## src/rtl/pq_cmd_sched.sv

```systemverilog
// rtl/pq_cmd_sched.sv - command FIFO and issue scheduler in front of the register-array priority queue
//
// Purpose: accepts enqueue / dequeue / replace commands from a producer on a
// valid/ready handshake, buffers them in a DEPTH-entry FIFO and issues them to
// the PQ one at a time. Commands that are illegal against the PQ's full/empty
// state are dropped, signalled with a one-cycle pulse and counted.
//
// Ports:
//   clk, rst            clock, synchronous active-high reset
//   req_valid/req_ready producer handshake
//   req_enq/req_deq     command type (both set = replace)
//   req_kv              {key,val} carried with an enqueue
//   pq_busy/full/empty  PQ status inputs
//   pq_enq/pq_deq       registered one-cycle strobes to the PQ
//   pq_kvi              {key,val} presented with the strobe, held until next issue
//   ovf_drop/unf_drop   one-cycle drop pulses
//   ovf_cnt/unf_cnt     saturating drop counters
//   fifo_count          number of queued commands
//   idle                FIFO empty and no strobe asserted
module pq_cmd_sched #(
    parameter int KEY_WIDTH = 4,
    parameter int VAL_WIDTH = 4,
    parameter int DEPTH     = 4,
    parameter int CNT_W     = 16
) (
    input  logic                           clk,
    input  logic                           rst,
    input  logic                           req_valid,
    output logic                           req_ready,
    input  logic                           req_enq,
    input  logic                           req_deq,
    input  logic [KEY_WIDTH+VAL_WIDTH-1:0] req_kv,
    input  logic                           pq_busy,
    input  logic                           pq_full,
    input  logic                           pq_empty,
    output logic                           pq_enq,
    output logic                           pq_deq,
    output logic [KEY_WIDTH+VAL_WIDTH-1:0] pq_kvi,
    output logic                           ovf_drop,
    output logic                           unf_drop,
    output logic [CNT_W-1:0]               ovf_cnt,
    output logic [CNT_W-1:0]               unf_cnt,
    output logic [$clog2(DEPTH):0]         fifo_count,
    output logic                           idle
);

    localparam int KV_W = KEY_WIDTH + VAL_WIDTH;
    localparam int AW   = $clog2(DEPTH);
    localparam int CW   = AW + 1;

    // S_IDLE : waiting; the issue decision is taken here and registered.
    // S_ISSUE: the strobe / drop pulse issued on entry is visible this cycle.
    // S_GAP  : one quiet cycle so the PQ can raise pq_busy before the next issue.
    typedef enum logic [1:0] {
        S_IDLE  = 2'd0,
        S_ISSUE = 2'd1,
        S_GAP   = 2'd2
    } state_t;

    state_t state;

    // FIFO entry layout: {enq, deq, kv}
    logic [KV_W+1:0] mem [DEPTH];
    logic [AW-1:0]   wr_ptr;
    logic [AW-1:0]   rd_ptr;
    logic [CW-1:0]   count;

    logic            push;
    logic            pop;
    logic [KV_W+1:0] head;
    logic            h_enq;
    logic            h_deq;
    logic [KV_W-1:0] h_kv;

    assign fifo_count = count;
    assign req_ready  = (count < CW'(DEPTH));
    assign idle       = (count == '0) && !pq_enq && !pq_deq;

    // Requests with neither enq nor deq are consumed by the handshake but never stored.
    assign push  = req_valid && req_ready && (req_enq || req_deq);
    assign pop   = (state == S_IDLE) && (count != '0) && !pq_busy;

    assign head  = mem[rd_ptr];
    assign h_enq = head[KV_W+1];
    assign h_deq = head[KV_W];
    assign h_kv  = head[KV_W-1:0];

    // Storage carries no reset; only pointers and count define validity.
    always_ff @(posedge clk) begin
        if (push) begin
            mem[wr_ptr] <= {req_enq, req_deq, req_kv};
        end
    end

    always_ff @(posedge clk) begin
        if (rst) begin
            wr_ptr <= '0;
            rd_ptr <= '0;
            count  <= '0;
        end else begin
            if (push) begin
                wr_ptr <= wr_ptr + AW'(1);
            end
            if (pop) begin
                rd_ptr <= rd_ptr + AW'(1);
            end
            case ({push, pop})
                2'b10:   count <= count + CW'(1);
                2'b01:   count <= count - CW'(1);
                default: count <= count;
            endcase
        end
    end

    always_ff @(posedge clk) begin
        if (rst) begin
            state    <= S_IDLE;
            pq_enq   <= 1'b0;
            pq_deq   <= 1'b0;
            pq_kvi   <= '0;
            ovf_drop <= 1'b0;
            unf_drop <= 1'b0;
            ovf_cnt  <= '0;
            unf_cnt  <= '0;
        end else begin
            pq_enq   <= 1'b0;
            pq_deq   <= 1'b0;
            ovf_drop <= 1'b0;
            unf_drop <= 1'b0;
            case (state)
                S_IDLE: begin
                    if (pop) begin
                        state <= S_ISSUE;
                        if (h_enq && h_deq) begin
                            // Replace is legal when full; on an empty PQ it degrades to a plain enqueue.
                            pq_enq <= 1'b1;
                            pq_deq <= !pq_empty;
                            pq_kvi <= h_kv;
                        end else if (h_enq) begin
                            if (pq_full) begin
                                ovf_drop <= 1'b1;
                                if (ovf_cnt != '1) begin
                                    ovf_cnt <= ovf_cnt + CNT_W'(1);
                                end
                            end else begin
                                pq_enq <= 1'b1;
                                pq_kvi <= h_kv;
                            end
                        end else begin
                            if (pq_empty) begin
                                unf_drop <= 1'b1;
                                if (unf_cnt != '1) begin
                                    unf_cnt <= unf_cnt + CNT_W'(1);
                                end
                            end else begin
                                pq_deq <= 1'b1;
                                pq_kvi <= h_kv;
                            end
                        end
                    end
                end
                S_ISSUE: state <= S_GAP;
                S_GAP:   state <= S_IDLE;
                default: state <= S_IDLE;
            endcase
        end
    end

endmodule

```

## config.mk

```make
export PLATFORM = sky130hd
export DESIGN_NAME = pq_cmd_sched
export DESIGN_NICKNAME = d
export VERILOG_FILES = /design/src/rtl/pq_cmd_sched.sv
export SDC_FILE = /design/constraint.sdc
export NUM_CORES = 1
export LEC_CHECK = 0
export BUFFER_PORTS_ARGS = -buffer_cell sky130_fd_sc_hd__buf_2
export CAP_MARGIN = 20
export CORE_ASPECT_RATIO = 1.75
export CORE_MARGIN = 5
export CORE_UTILIZATION = 47
export DETAILED_ROUTE_END_ITERATION = 8
export GPL_TIMING_DRIVEN = 0
export PLACE_DENSITY = 0.68
export SETUP_SLACK_MARGIN = 0.02
export SYNTH_ARGS = -nofsm -noshare
export SYNTH_HDL_FRONTEND = slang
export SYNTH_SLANG_ARGS = --single-unit
```

## constraint.sdc

```tcl
create_clock -name clk -period 3.13 [get_ports clk]
set_input_delay 0.626 -clock clk [delete_from_list [all_inputs] [get_ports clk]]
set_output_delay 0.626 -clock clk [all_outputs]
set_load 0.02 [all_outputs]
```

; Yosys cells after proc, flatten, opt, wreduce, memory -nomap -nowiden
; Memories as Yosys holds them, arrays and structs flattened. A register that Yosys moved wholly into a read port is not among the register bits.
; Cells that the tools add are included.
[classes]
bitwise_logic = 4
order_cmp = 1
muxes = 19
reduce_logical = 22
add_sub_neg = 6
eq_ne = 8
[op_table]
columns = op, count
row1 = "adder 16 x 1 -> 16 bit, second input constant", 2
row2 = 2-to-1 mux 8 bit, 4
row3 = "inequality test 16 bit, second input constant", 2
row4 = AND reduction 6 bit, 2
row5 = 2-to-1 mux 1 bit, 10
row6 = OR reduction 5 bit, 2
row7 = logical AND 1 bit, 7
row8 = 2-to-1 mux 2 bit, 3
row9 = case mux 3 bit (2 select lines), 1
row10 = "adder 2 x 1 -> 2 bit, second input constant", 2
row11 = "equality test 2 x 1 -> 1 bit, second input constant", 2
row12 = zero test 1 bit, 4
row13 = NOT 1 bit, 4
row14 = case mux 2 bit (2 select lines), 1
row15 = AND reduction 4 bit, 1
row16 = "adder 3 x 1 -> 3 bit, second input constant", 1
row17 = zero test 3 bit, 1
row18 = "< comparator 3 bit, second input constant", 1
row19 = "inequality test 3 x 1 -> 1 bit, second input constant", 1
row20 = "inequality test 3 x 2 -> 1 bit, second input constant", 1
row21 = nonzero test 3 bit, 1
row22 = OR reduction 3 bit, 1
row23 = "subtractor 3 x 1 -> 3 bit, second input constant", 1
row24 = "equality test 2 bit, second input constant", 1
row25 = 4 further kinds, 4
[totals]
wordCells = 72
memories = 1
output_inout_bits = 49
register_bits = 53
input_bits = 16
mem_bits_rw = 40
[mem_list]
columns = name, depth, word_bits, read_ports, rd_clocked_by_memory_dff, write_ports, line
row1 = mem, 4, 10, 1, 1, 1, 63  ; logic [KV_W+1:0] mem [DEPTH];

; Longest topological paths before layout
; Gate-level depths: netlist (run 1).
[logic_depth]
depth_word = 5
depth_mapped = 10

; Least setup slack after synthesis (run 1)
; OpenSTA, ideal clock, no wires.
[synth_path]
path_type = input to register
start = in pq_busy
end = reg count[2], in the netlist fifo_count[2]
arrival_ns = 2.665
t_required_ns = 3.059
setup_ns = 0.071
n_path_buf = 1
cell_stages = 10
path_slack_ns = 0.394
cell_sequence = or3_1 > or2_2 > clkbuf_1 > inv_1 > ha_1 > inv_1 > fa_1 > xor2_1 > or3_1 > a21oi_1
[synth_between]
elab_chain_cells = 4
elab_cells_between_ends = 6
[synth_rtl]
columns = item, line
row1 = start: declaration, 33  ; input logic pq_busy,
row2 = zero test 1 bit *, 81  ; assign pop = (state == S_IDLE) && (count != '0) && !pq_busy;
row3 = logical AND 1 bit *, 81
row4 = equality test 2 x 1 -> 1 bit or equality test 2 bit (tied branches), 107  ; case ({push, pop})
row5 = case mux 3 bit (2 select lines) or nonzero test 2 bit (tied branches), n/a
row6 = end signal: assignment, 108  ; 2'b10: count <= count + CW'(1);
row7 = end signal: assignment, 109  ; 2'b01: count <= count - CW'(1);
row8 = end signal: assignment, 110  ; default: count <= count;
row9 = end: declaration, 66  ; logic [CW-1:0] count;
; Mark *: on every way between the ends. The rest lies on a longest branch, timed or not.
; A chain may end at the register's enable or synchronous reset.

; Final worst setup path (run 1)
; Same ends and word-level chain as after synthesis.

==> results of run 1 <==
-- layer usage --
| metal | wire length [um] | global-route usage |
|---|---|---|
| met1 | 3150 | 0.166 |
| met2 | 4750 | 0.304 |
| met3 | 330 | 0.0359 |
| met4 | 82 | 0.0658 |
| met5 | 0 | 0 |
-- kinds of logic after synthesis --
logic type / synth area share
simple gates: 0.180
flops: 0.562
xor+xnor: 0.0641
buf+inv: 0.0314
compound gates: 0.0516
mux: 0.0849
fa+ha+maj: 0.0263
-- state kept, by name (all words and copies together), names as in the netlist, named ones only --
name and flops:
fifo_count 3, mem 40, ovf_cnt 16, ovf_drop 1, pq_deq 1, pq_enq 1
pq_kvi 8, rd_ptr 2, state 2, unf_cnt 16, unf_drop 1, wr_ptr 2
-- how the worst min path moves through the flow --
stage,cells after the start,start,to
after floorplan,1,state[1],state[1]
after global placement,1,state[1],state[1]
after detailed placement,1,state[1],state[1]
after CTS,1,state[1],state[1]
after global routing,1,state[1],state[1]
final,1,state[1],state[1]
-- worst max-delay path: cells and delay by family --
family / cells / cell delay, ps
AND/OR/NAND/NOR: 3 / 890
adder cells (fa/ha/maj): 2 / 570
buffers and inverters: 4 / 550
XOR/XNOR: 1 / 150
AO/OA/AOI/OAI: 1 / 130
-- cell usage after synthesis (2+ instances only) --
cell type  count  area, um2
and3_1         6       37.5
a211oi_1       2       15.0
o21ai_0        3       15.0
clkbuf_1       9       33.8
a21oi_1        7       35.0
nand2_1       10       37.5
nor4_1        14       87.6
a211oi_2       2       25.0
edfxtp_1      40       1200
mux4_2         4       90.1
xnor2_1       27        236
ha_1           7       87.6
nor3_1        12       60.1
and4_1         4       35.0
inv_1         12       45.0
and2_1         4       25.0
or4b_1         2       20.0
nand4_1        6       37.5
nand3_1       13       65.1
nor3b_1        3       22.5
xor2_1         3       26.3
buf_6          4       45.0
mux2i_1       10        100
nand2b_1       2       12.5
nor2_1        48        180
dfxtp_1       55       1100
mux4_1         6        158
or3_1          2       12.5
-- placed cells by master, fill, tap and decap left out, types with 2 or more instances in the layout --
master / synthesis / final
inv_1: 12 / 12
or3_1: 2 / 2
buf_6: 4 / 4
a211oi_2: 2 / 2
clkinv_4: 0 / 2
inv_6: 0 / 2
or4b_1: 2 / 2
a21oi_1: 7 / 7
nand2b_1: 2 / 2
buf_2: 1 / 64
ha_1: 7 / 7
nor3_1: 12 / 12
nand4_1: 6 / 6
nor4_1: 14 / 14
and2_1: 4 / 4
inv_8: 0 / 2
clkbuf_1: 9 / 9
clkbuf_16: 0 / 9
nor2_1: 48 / 48
nand3_1: 13 / 13
xor2_1: 3 / 3
and4_1: 4 / 4
nand2_1: 10 / 10
and3_1: 6 / 6
mux2i_1: 10 / 10
mux4_1: 6 / 6
o21ai_0: 3 / 3
edfxtp_1: 40 / 40
mux4_2: 4 / 4
nor3b_1: 3 / 3
xnor2_1: 27 / 27
a211oi_1: 2 / 2
dfxtp_1: 55 / 55
-- metrics by stage --
step | utilization | instance area (um2)
floorplan | - | 4100
global placement | 0.529 | 4560
detailed placement | 0.529 | 4560
CTS | 0.566 | 4870
global route | 0.566 | 4870
finish | 0.566 | 4870
-- layout make-up --
cell class	instances	area, um2
Tap cell	117	146
Clock inverter	7	87.6
Inverter	12	45.0
Timing Repair Buffer	63	315
Fill cell	761	3740
Clock buffer	9	225
Multi-Input combinational cell	217	1670
Sequential cell	95	2300
Buffer	14	83.8
-- power breakdown --
part	internal, mW	switching [mW]
combinational	0.310	0.409
clock	0.639	0.494
sequential	1.41	0.0598
total	2.36	0.963
==> flow_summary.toml, run 1 <==
[status]
status = "finished clean"

[floorplanning]
core_mm2 = 0.00861
rows = 45
io_pins = 65
start_util = 0.476
die_y_um = 134
dieArea_mm2 = 0.0108
die_x_um = 80.6

[setup_path]
worstPathCellList = "buf_2, or3_1, or2_2, clkbuf_1, inv_1, ha_1, inv_1, fa_1, xor2_1, or3_1, a21oi_1"
crit_arrival_ps = 2930
r2r_setup_slack_ps = 480
cp.required_ps = 3400
crit_fanout = 8
worst_r2r_startpoint = "state[1]"
crit_type = "input port to register"
end_kind = "register"
crit_end = "fifo_count[2]"
cp-startpoint = "pq_busy"
crit_path_start_kind = "input port"
crit_slowest_cell = "fa_1"
max_stage_delay_ps = 370
rr_endpoint = "fifo_count[2]"
r2r_cells = 10

[drt]
drt-wirelength-per-cell_um = 15.6
wirelength_um = 8310
vias = 2805
drtIter0Drc = 97
ant_nets = 0
viasPerCell = 5.25
drc = 0
drtPass1Iterations = 4

[timing]
tightest_slew_ps = 1070
final.period_utilization = 0.852
period_needed_ps = 2670
setup_ws_ps = 464
fin_setup_tns_ps = 0
timing.fmax_ghz = 0.375
rsz0062_at_grt = "false"
slew_viol_final = 0
max-slew-margin-rel = 0.281
skew_ps = 6.14
timing.hold.ws_ps = 439
setup_viol = 0
hold_viol_final = 0

[clocking]
cts.reportedPaths.clkPinSlew_ps = 70
numCtsBuffers = 9
cts_tree = "done"
cts_resized = 0
cts_sinks = 95
cts_setup_buffers = 0
clk_latency_ps = 330
clock_path_buffers = 2
h-tree-depth = 3
clock-root-buffer = "clkbuf_16"
hold_buffers = 0

[synthesis]
syn_nets = 362
yosysWarnings = 0
ys_seq_area_frac = 0.562
syn_avg_cell_area_um2 = 12.1
synth_area_mm2 = 0.00410
async_flop_share = 0
syn_inst = 338
synth-edff-count = 40
ys_ff_latch = 95
yosys_most_used_dff = "dfxtp_1"
synth_cell_types = 49

[power_and_ir_drop]
finalPower_mw = 3.32
cellPowerDensity_mw_per_mm2 = 681
p_leak_nw = 1.77
ir_drop_mv = 0.468

[global_route]
grt-ovfl-total = 0
grt_pass1_vias = 2880
grt_usage = 0.161
grt_max_degree = 19
antenna_found_initial = 0
grt_pass1_wl_um = 13500

[place]
io_buffers = 63
place.gp.congestion = 0.837
dp_cells = 518
pre_cts_ws_ps = 86.4
dp_hpwl_um = 6190

[layout]
areaGrowthSynthToFinish_pct = 18.9
instances_no_fill = 534
drive_gt1_frac = 0.242
nets = 436
diodes = 0

[flow_run]
cap_violations = 0

[min_path]
min_path_type = "register to register"
Power figures use the tool's default switching activity.
==> run 2, diff against run 1 <==
Settings changed: ABC_AREA set to 1, PLACE_DENSITY 0.68 to unset, PLACE_DENSITY_LB_ADDON set to 0.08.
==> run 2 against run 1 <==
Non-clock buffer count rose by 3. Highest routed layer unchanged. Register-to-register slack improved by 610 ps. Largest power group unchanged. Power rose by 5.0%. Wire length rose by 26%. Setup slack improved by 580 ps. Die area rose by 10%. Sequential cell count did not move. Sequential power barely moved. Area after synthesis rose by 11%. Cell count rose by 39%.
==> flow_summary.toml, run 2 <==
[synthesis]
yosysWarnings = 0
syn_inst = 540
synth_most_common_cell = "nand2_1"
synth_cell_types = 33
synth_common_cells = "127 x nand2_1, 83 x nor2_1, 55 x dfxtp_1"
synth_top_cell_by_area = "edfxtp_1"
ys_seq_area_frac = 0.505
yosys_most_used_dff = "dfxtp_1"
async_flop_share = 0
synth-edff-count = 40
syn_avg_cell_area_um2 = 8.44
synthTopCellsByArea = "edfxtp_1 26%, dfxtp_1 24%, nand2_1 10%"
syn_nets = 564
ys_ff_latch = 95
synth_area_mm2 = 0.00456
synth_top_cell_area_share = 0.264

[timing]
setup_viol = 0
skew_ps = 5.51
fin_setup_tns_ps = 0
hold_viol_final = 0
timing.fmax_ghz = 0.479
rsz0062_at_grt = "false"
tightest_slew_ps = 1010
period_needed_ps = 2090
max-slew-margin-rel = 0.324
slew_viol_final = 0
final.period_utilization = 0.667

[setup_path]
worst_r2r_startpoint = "fifo_count[2]"
crit_fanout = 10
crit_path_start_kind = "input port"
end_kind = "register"
r2r_cells = 3
rr_endpoint = "mem[3][3]"
cp.required_ps = 3090
crit_end = "mem[3][3]"
crit_type = "input port to register"
crit_arrival_ps = 2050
cp-startpoint = "req_enq"
r2r_setup_slack_ps = 1090

[drt]
drt-wirelength-per-cell_um = 14.2
wirelength_um = 10500
drc = 0
drtIter0Drc = 130
viasPerCell = 5.04
drtPass1Iterations = 4
ant_nets = 0
vias = 3738

[layout]
largest_reg_flops = 40
nets = 638
top_regs = "mem x40, ovf_cnt x16, unf_cnt x16"
areaGrowthSynthToFinish_pct = 16.8
drive_gt1_frac = 0.205
diodes = 0
final_cell_mix = "127 x nand2_1, 83 x nor2_1, 65 x buf_2"
regMostFlops = "mem"
nFillCells = 922
fin_area_mm2 = 0.00532
final_common_cell = "nand2_1"

[global_route]
antenna_found_initial = 0
grt_pass1_wl_um = 17400
grt_max_degree = 17
grt_usage = 0.184
grt_pass1_vias = 3715
grt-ovfl-total = 0

[power_and_ir_drop]
switching_share = 0.330
switchingPower_mw = 1.15
pwr-share-comb = 0.260
cellPowerDensity_mw_per_mm2 = 655
ir_drop_mv = 0.423
intPower_mw = 2.34
p_clk_frac = 0.315
p_leak_nw = 2.16
p_seq_frac = 0.425

[place]
dpl_cell_area_mm2 = 0.00502
dp_hpwl_um = 7900
place.gp.congestion = 0.898
io_buffers = 63

[clocking]
cts_setup_buffers = 0
clock-root-buffer = "clkbuf_16"
cts_resized = 0
hold_buffers = 0
cts_tree = "done"
h-tree-depth = 3
cts.reportedPaths.clkPinSlew_ps = 60
clk_latency_ps = 340
clock_path_buffers = 2
numCtsBuffers = 9
cts_sinks = 95

[floorplanning]
rows = 47
io_pins = 65
start_util = 0.481
die_x_um = 84.4
die_y_um = 140
core_mm2 = 0.00947
dieArea_mm2 = 0.0118

[status]
status = "finished clean"

[flow_run]
cap_violations = 0

[min_path]
min_path_type = "register to register"
[run 2: layout make-up]
cell class | instances | area (um2) | area share
inverters | 47 | 179 | 0.0336
well taps | 122 | 153 | 0.0287
plain buffers | 17 | 115 | 0.0216
repair buffers | 63 | 315 | 0.0592
flip-flops and latches | 95 | 2300 | 0.433
clock inverters | 6 | 68.8 | 0.0129
multi-input cells | 381 | 1960 | 0.368
clock buffers | 10 | 229 | 0.0430
[run 2: how the worst min path moves through the flow]
| stage | from | end | slack, ps | cells past startpoint |
|---|---|---|---|---|
| final | state[1] | state[1] | 420 | 1 |
| after global routing | state[1] | state[1] | 430 | 1 |
| after floorplan | state[1] | state[1] | 390 | 1 |
| after CTS | state[1] | state[1] | 420 | 1 |
| after global placement | state[1] | state[1] | 400 | 1 |
| after detailed placement | state[1] | state[1] | 410 | 1 |
[run 2: cell families (layout without fill, tap and decap cells)]
logic type | count (synthesis) | in the layout | synth area share
xor gates and xnor gates | 17 | 17 | 0.0327
adders and majority gates | 8 | 8 | 0.0236
DFF | 95 | 95 | 0.505
and+or+nand+nor | 289 | 289 | 0.287
AOI/OAI and AO/OA | 67 | 67 | 0.0873
buffers and inverters | 64 | 143 | 0.0645
[run 2: routing by layer]
metal  global-route usage  vias to the layer above  share of wire
met5                    0                        -              0
li1                     -                     1916              -
met4               0.0867                        0          0.027
met3               0.0347                       19          0.038
met2                0.337                       75           0.55
met1                0.201                     1728           0.39
[run 2: power by group through the flow]
stage / combinational, mW / clock [mW] / sequential, mW
2_1_floorplan: 0.593 / 0 / 1.57
3_3_place_gp: 0.905 / 0 / 1.51
3_5_place_dp: 0.915 / 0 / 1.51
4_1_cts: 0.919 / 1.12 / 1.48
5_1_grt: 1.02 / 1.18 / 1.49
6_report: 0.906 / 1.10 / 1.48
[run 2: per-stage QoR]
step	setup WS (ps)	std cells	hold WS (ps)	util	total power, mW
after global routing	865	741	434	0.562	3.69
after detailed placement	651	725	408	0.531	2.43
after CTS	1010	741	417	0.562	3.53
final	1040	741	416	0.562	3.49
after floorplan	1090	540	391	-	2.16
after global placement	688	725	401	0.531	2.41
[run 2: worst max-delay path, stage by stage]
cell and delay (ps):
buf_2 140, nor2_1 50, nor3_1 240, inv_1 190
nor2_1 800
